`src/rtl/data_memory_arbiter.sv`:
```
// data_memory_arbiter
//
// Shares the single-port data_memory between the core's EX/MEM-stage access
// path and an external DMA/debug requester (program loader, UART bridge).
// The core owns the port by default. A DMA request is granted in any cycle
// the core leaves the port free, or, once it has been blocked STARVE_LIMIT
// cycles in a row, by stalling the core for one cycle.
//
// Parameters
//   XLEN          data and address width
//   STARVE_LIMIT  blocked DMA cycles before the core is stalled (1..255)
//
// Ports
//   clock, reset          rising-edge clock, asynchronous active-low reset
//   core_*                core access (address, store data, wren, rden,
//                         mode, load extension)
//   core_stall            core must hold its access and re-present it
//   dma_req/we/address/wdata/mem_mode/mem_unsigned
//                         DMA request, fields stable until granted
//   dma_gnt               request accepted this cycle (commit cycle)
//   dma_rdata/dma_rvalid  read response, one cycle after a read grant
//   mem_*                 to data_memory; mem_q is its read data
//
// state  | meaning
// -------+------------------------------------------------------------
// IDLE   | no DMA request has been blocked yet
// WAIT   | DMA request blocked by core traffic, cnt counts blocked cycles
// FORCE  | starvation limit reached, DMA wins and the core is stalled

module data_memory_arbiter #(
    parameter int XLEN         = 32,
    parameter int STARVE_LIMIT = 4
) (
    input  logic            clock,
    input  logic            reset,

    input  logic [XLEN-1:0] core_address,
    input  logic [XLEN-1:0] core_data,
    input  logic            core_wren,
    input  logic            core_rden,
    input  logic [1:0]      core_mem_mode,
    input  logic            core_mem_unsigned,
    output logic            core_stall,

    input  logic            dma_req,
    input  logic            dma_we,
    input  logic [XLEN-1:0] dma_address,
    input  logic [XLEN-1:0] dma_wdata,
    input  logic [1:0]      dma_mem_mode,
    input  logic            dma_mem_unsigned,
    output logic            dma_gnt,
    output logic [XLEN-1:0] dma_rdata,
    output logic            dma_rvalid,

    output logic [XLEN-1:0] mem_address,
    output logic [XLEN-1:0] mem_data,
    output logic            mem_wren,
    output logic [1:0]      mem_mode,
    output logic            mem_unsigned,
    input  logic [XLEN-1:0] mem_q
);

    typedef enum logic [1:0] {
        ST_IDLE  = 2'd0,
        ST_WAIT  = 2'd1,
        ST_FORCE = 2'd2
    } state_t;

    localparam logic [7:0] LIMIT = 8'(STARVE_LIMIT);

    state_t     state;
    logic [7:0] cnt;
    logic [7:0] cnt_inc;
    logic       core_access;
    logic       grant;
    logic       stall;
    logic       rd_pend;
    logic       unsigned_q;

    assign core_access = core_wren | core_rden;

    // Saturating increment so cnt never wraps past the limit.
    assign cnt_inc = (cnt >= LIMIT) ? LIMIT : cnt + 8'd1;

    // Grant is decided in the same cycle the request is seen. It is gated by
    // reset so nothing is granted while the block is held in reset.
    always_comb begin
        grant = 1'b0;
        stall = 1'b0;
        if (reset) begin
            unique case (state)
                ST_IDLE, ST_WAIT: begin
                    grant = dma_req & ~core_access;
                end
                ST_FORCE: begin
                    grant = dma_req;
                    stall = dma_req & core_access;
                end
                default: begin
                    grant = 1'b0;
                    stall = 1'b0;
                end
            endcase
        end
    end

    always_ff @(posedge clock or negedge reset) begin
        if (!reset) begin
            state <= ST_IDLE;
            cnt   <= 8'd0;
        end else begin
            unique case (state)
                ST_IDLE: begin
                    if (dma_req && core_access) begin
                        cnt   <= 8'd1;
                        state <= (LIMIT == 8'd1) ? ST_FORCE : ST_WAIT;
                    end
                end
                ST_WAIT: begin
                    // A free port grants the request; a dropped request is a
                    // protocol violation and simply abandons the wait.
                    if (!dma_req || !core_access) begin
                        cnt   <= 8'd0;
                        state <= ST_IDLE;
                    end else begin
                        cnt <= cnt_inc;
                        if (cnt_inc == LIMIT) begin
                            state <= ST_FORCE;
                        end
                    end
                end
                ST_FORCE: begin
                    // Always back to IDLE so the core gets the next cycle.
                    cnt   <= 8'd0;
                    state <= ST_IDLE;
                end
                default: begin
                    cnt   <= 8'd0;
                    state <= ST_IDLE;
                end
            endcase
        end
    end

    // Read return: data_memory answers one cycle after the address, and its
    // output-stage extension select must follow the DMA's request then.
    always_ff @(posedge clock or negedge reset) begin
        if (!reset) begin
            rd_pend    <= 1'b0;
            unsigned_q <= 1'b0;
        end else begin
            rd_pend    <= grant & ~dma_we;
            unsigned_q <= dma_mem_unsigned;
        end
    end

    assign dma_gnt    = grant;
    assign core_stall = stall;

    assign mem_address  = grant ? dma_address  : core_address;
    assign mem_data     = grant ? dma_wdata    : core_data;
    assign mem_wren     = grant ? dma_we       : core_wren;
    assign mem_mode     = grant ? dma_mem_mode : core_mem_mode;
    assign mem_unsigned = rd_pend ? unsigned_q : core_mem_unsigned;

    assign dma_rvalid = rd_pend;
    assign dma_rdata  = mem_q;

endmodule

```
`config.mk`:
```
export PLATFORM = sky130hd
export DESIGN_NAME = data_memory_arbiter
export DESIGN_NICKNAME = d
export VERILOG_FILES = /design/src/rtl/data_memory_arbiter.sv
export SDC_FILE = /design/constraint.sdc
export NUM_CORES = 1
export LEC_CHECK = 0
export ABC_CLOCK_PERIOD_IN_PS = 5300
export CAP_MARGIN = 20
export CORE_AREA = 2 2 108 110
export CTS_CLUSTER_DIAMETER = 80
export DETAILED_ROUTE_END_ITERATION = 7
export DIE_AREA = 0 0 110 112
export GPL_ROUTABILITY_DRIVEN = 0
export SLEW_MARGIN = 0
export SYNTH_ARGS = -nofsm -noshare
export SYNTH_HDL_FRONTEND = slang
export SYNTH_SLANG_ARGS = --single-unit
```
`constraint.sdc`:
```
create_clock -name clock -period 5.3 [get_ports clock]
set_clock_uncertainty 0.05 [all_clocks]
set_input_delay 1.59 -clock clock [delete_from_list [all_inputs] [get_ports clock]]
set_output_delay 1.59 -clock clock [all_outputs]
set_load 0.05 [all_outputs]
```
-- After elaboration in Yosys (flattened, before gate mapping)
Cells that the tools add are included.
- register bits: 12
- input bits: 172
- output and inout port bits: 103
- word-level logic and storage cells: 41
- $add $sub $neg: 1
- $lt $le $gt $ge: 1
- equality and inequality tests: 5
- mux-type cells: 17
- bitwise gates (word level): 6
- reduce and logical (&&, ||, !) cells: 7
- operators by type and width (operator ; count):
    two-way mux 32 bit ; 2
    two-way mux 8 bit ; 3
    one-hot mux 8 bit (2 select lines) ; 1
    adder 8 x 1 -> 8 bit, second input constant ; 1
    equality test 8 x 3 -> 1 bit, second input constant ; 1
    >= comparator 8 x 3 -> 1 bit, second input constant ; 1
    two-way mux 2 bit ; 4
    two-way mux 1 bit ; 5
    one-hot mux 2 bit (2 select lines) ; 1
    bitwise AND 1 bit ; 3
    != test 3 bit, second input constant ; 1
    equality test 2 x 1 -> 1 bit, second input constant ; 1
    equality test 2 bit, second input constant ; 1
    zero test 1 bit ; 2
    zero test 2 bit ; 1
    != test 2 bit, second input constant ; 1
    inverter 1 bit ; 2
    one-hot mux 1 bit (2 select lines) ; 1
    AND reduction 2 bit ; 1
    OR reduction 2 bit ; 1
    logical AND 1 bit ; 1
    logical OR 1 bit ; 1
    bitwise OR 1 bit ; 1

-- Depth between registers and ports, before layout
- word-level depth: 6
- gate-level depth with buffers: 7
- gate-level depth less buffers: 5

-- Worst setup path after synthesis
No wires, ideal clock.
- path kind: input to output
- start point: input core_rden
- end point: output mem_wren
- data arrival time: 2.840 ns
- data required time: 3.660 ns
- path slack: 0.820 ns
- cell stages on the path: 6
- buffers on the path: 3
- path through: nor3_1 > o211a_1 > buf_2 > buf_6 > buf_6 > a22o_1
- word-level cells in the longest chain between the ends: 6
- RTL lines (item ; line ; text):
    from (decl) ; 40 ; input logic core_rden,
    bitwise OR 1 bit ; 80 ; assign core_access = core_wren | core_rden;
    inverter 1 bit ; 93 ; grant = dma_req & ~core_access;
    bitwise AND 1 bit ; 93 ;
    one-hot mux 1 bit (2 select lines) ; 91 ; unique case (state)
    two-way mux 1 bit ; 90 ; if (reset) begin
    named net dma_gnt ; 51 ; output logic dma_gnt,
    two-way mux 1 bit ; 162 ; assign mem_wren = grant ? dma_we : core_wren;
    to (decl) ; 57 ; output logic mem_wren,
The timed path passes the listed nets, and every way through them passes these cells.

-- Worst setup path in the final report
- start point: input core_rden
- end point: output mem_data[21]
- word-level cells in the longest chain between the ends: 6
- RTL lines (item ; line ; text):
    bitwise OR 1 bit ; 80 ;
    inverter 1 bit ; 93 ;
    bitwise AND 1 bit ; 93 ;
    one-hot mux 1 bit (2 select lines) ; 91 ;
    two-way mux 1 bit ; 90 ;
    two-way mux 32 bit ; 161 ; assign mem_data = grant ? dma_wdata : core_data;
    to (decl) ; 56 ; output logic [XLEN-1:0] mem_data,
No other way between the ends.

==> results.cfg <==
[status]
status = completed

[job]
drv_cap = 0

[routing]
remaining_drc_errors = 0
firstDrtPassIters = 4
wirelength_mm = 7.012
ant_nets = 0
drt-initial-drc-count = 87
num_vias = 1852
avgViaCountPerCell = 3.899
wire_per_inst_um = 14.76

[layout]
drive_above_1_share_pct = 44.28
area_growth_pct = 125.1
fillers = 1137
diodes = 0
final_design_area_no_fill_mm2 = 0.003686
multi_input_area_mm2 = 0.001030
nNetsFinal = 507
seq_area_um2 = 300.3

[clock_network]
cts_root_buffer = clkbuf_16
cts_resized = 0
cts_buffer_depth = 2
clock_latency_ns = 0.24
cts.sinks = 12
cts_tree = done
clk_pin_slew_worst_paths_ns = 0.04
postCtsHoldBufs = 0
htreeDepth = 1
numCtsBuffers = 3
cts_setup_buffers = 0

[sta]
finalSetupViolCount = 0
fin_crit_sh_pct = 95.31
worst_pin_slew_ns = 0.5460
relSlewSlack_pct = 63.26
tns_ns = 0
finalHoldViolCount = 0
grt_setup_unrepaired = false
slew_violations = 0
finalCriticalPeriod_ns = 5.052
fmax_mhz = 198.0

[global_routing]
overflow = 0
antenna_found_initial = 0
grt_first_pass_wirelength_mm = 10.11
grt_use_total_pct = 10.44
grt_max_degree = 46
grt_pass1_vias = 1953

[logic_synthesis]
ys_seq_elements = 12
synth.avg_cell_area_um2 = 10.50
mappedNetlistArea_mm2 = 0.001638
ys_warn_count = 0
mappedNetlistNets = 330
yosysUniqueCellTypes = 29
postSynthCellCount = 156
seq_area_frac_synth_pct = 18.33

[die]
core_area_mm2 = 0.01117
io_pins = 275
dieArea_mm2 = 0.01232
die-height_um = 112
initial_core_util_pct = 14.66
rows = 39
die_w_um = 110

[power]
power_density_mw_per_mm2 = 167.3
power.leakage_nw = 1.524
peakVddDrop_mv = 0.1552

[setup_path]
path_max_fanout = 24
end_kind = output pin
cp_top_family = buffers and inverters
cp.arrival_ns = 3.41
required_ns = 3.66
crit_chain = clkdlybuf4s50_1 -> nor3_1 -> o211a_4 -> buf_4 -> mux2_2 -> buf_4
crit_top_cell = buf_4
cp_slowest_cell = clkdlybuf4s50_1
slowest_delay_ns = 0.45
critPathKind = primary input to output pin
start_kind = primary input
path_buf_inv = 3

[placement]
portBuffers = 210
post_dp_cell_area_mm2 = 0.003597
place_hpwl_mm = 6.118

[worst_hold_path]
hp-class = register to register
worst register-to-register path, cell delays in order (launching register included):
cell and delay, ns:
dfrtp_1 0.39, or4_4 0.54, o41ai_1 0.41, nor3b_1 0.25
cell families (layout without fill, tap and decap cells):
| kind of cell | count (synthesis) | in the layout | share of synthesized area (%) |
|---|---|---|---|
| AO/OA/AOI/OAI | 8 | 8 | 3.973 |
| adder cells (fa/ha/maj) | 2 | 2 | 1.528 |
| buffers and inverters | 44 | 220 | 19.25 |
| flip-flops | 12 | 12 | 18.33 |
| multiplexers | 67 | 67 | 47.67 |
| AND/OR/NAND/NOR | 23 | 23 | 9.244 |
sequential cells by signal (all words and copies together), names as in the netlist:
signal	count
dma_rvalid	1
unsigned_q	1
state	2
cnt	8
power breakdown:
group          internal [W]  leakage (nW)  switching, W  total [W]
Clock              0.000114        0.0442     0.0000381   0.000152
Sequential        0.0000967         0.160    0.00000439   0.000101
Combinational      0.000182          1.32      0.000182   0.000364
worst paths after layout:
check                                    from              endpoint  slack, ns  cells past startpoint
min reg2reg                cnt[3]$_DFFE_PN0P_    cnt[3]$_DFFE_PN0P_       0.47                      1
max                                 core_rden          mem_data[21]       0.25                      6
min                        cnt[3]$_DFFE_PN0P_    cnt[3]$_DFFE_PN0P_       0.47                      1
min in group asynchronous               reset  state[1]$_DFFE_PN0P_       1.67                      2
max in group asynchronous               reset  unsigned_q$_DFF_PN0_       3.36                      2
max reg2reg                cnt[5]$_DFFE_PN0P_  state[0]$_DFFE_PN0P_       3.56                      3
Yosys cell counts (all sizes together):
master / count / share of area, %
a221oi: 1 / 0.53
a22o: 1 / 0.53
and2: 5 / 1.9
and3: 1 / 0.38
and3b: 1 / 0.53
buf: 41 / 19
dfrtp: 12 / 18
ha: 2 / 1.5
inv: 3 / 0.69
mux2: 67 / 48
nand2: 2 / 0.46
nand3: 2 / 0.61
nor2: 1 / 0.23
nor2b: 2 / 1.2
nor3: 3 / 0.92
nor3b: 1 / 0.46
nor4: 2 / 0.76
o211a: 1 / 0.61
o21a: 1 / 0.46
o21ai: 1 / 0.31
o31ai: 1 / 0.46
o41ai: 2 / 1.1
or4: 2 / 1.1
or4b: 1 / 0.61
area by class of cell:
| type | count | share of cell area (%) |
|---|---|---|
| flip-flops and latches | 12 | 8.147 |
| clock buffers | 4 | 2.410 |
| inverters | 3 | 0.3055 |
| repair buffers | 213 | 56.35 |
| multi-input cells | 100 | 27.94 |
| well taps | 143 | 4.854 |
cell usage in the layout (no fill, tap or decap):
cell type        instances
o41ai_1                  2
o31ai_1                  1
buf_12                  10
mux2_4                   7
and2_1                   5
or4_4                    1
nand2_1                  2
clkdlybuf4s50_1        141
a221oi_1                 1
or4b_2                   1
nand3_1                  2
dfrtp_1                 12
o211a_4                  1
and3_1                   1
nor3b_1                  1
nor3_1                   3
or4_1                    1
nor2_1                   1
clkbuf_16                3
and3b_1                  1
nor4_1                   2
o21ai_0                  1
ha_1                     2
nor2b_1                  1
o21a_1                   1
inv_1                    3
nor2b_4                  1
a22o_1                   1
mux2_2                  60
clkbuf_8                 1
buf_4                   62
layer usage:
layer  global-route usage [%]  share of wire [%]
met4                    1.772               0.50
met2                    17.26                 48
met5                        0                  0
met3                    4.450                 12
met1                    12.69                 40
through the flow:
stage | instances | hold WS (ns) | util [%] | worst slack, ns | power, W
after floorplan | 156 | 0.4275 | - | 0.8196 | 0.0003536
after global placement | 471 | 0.4456 | 32.19 | 0.2615 | 0.0004661
after detailed placement | 471 | 0.4551 | 32.19 | 0.2502 | 0.0004679
after CTS | 475 | 0.4691 | 32.99 | 0.2401 | 0.0006222
after global routing | 475 | 0.4800 | 32.99 | 0.1730 | 0.0006419
final | 475 | 0.4679 | 32.99 | 0.2484 | 0.0006168
Power figures use the tool's default switching activity.
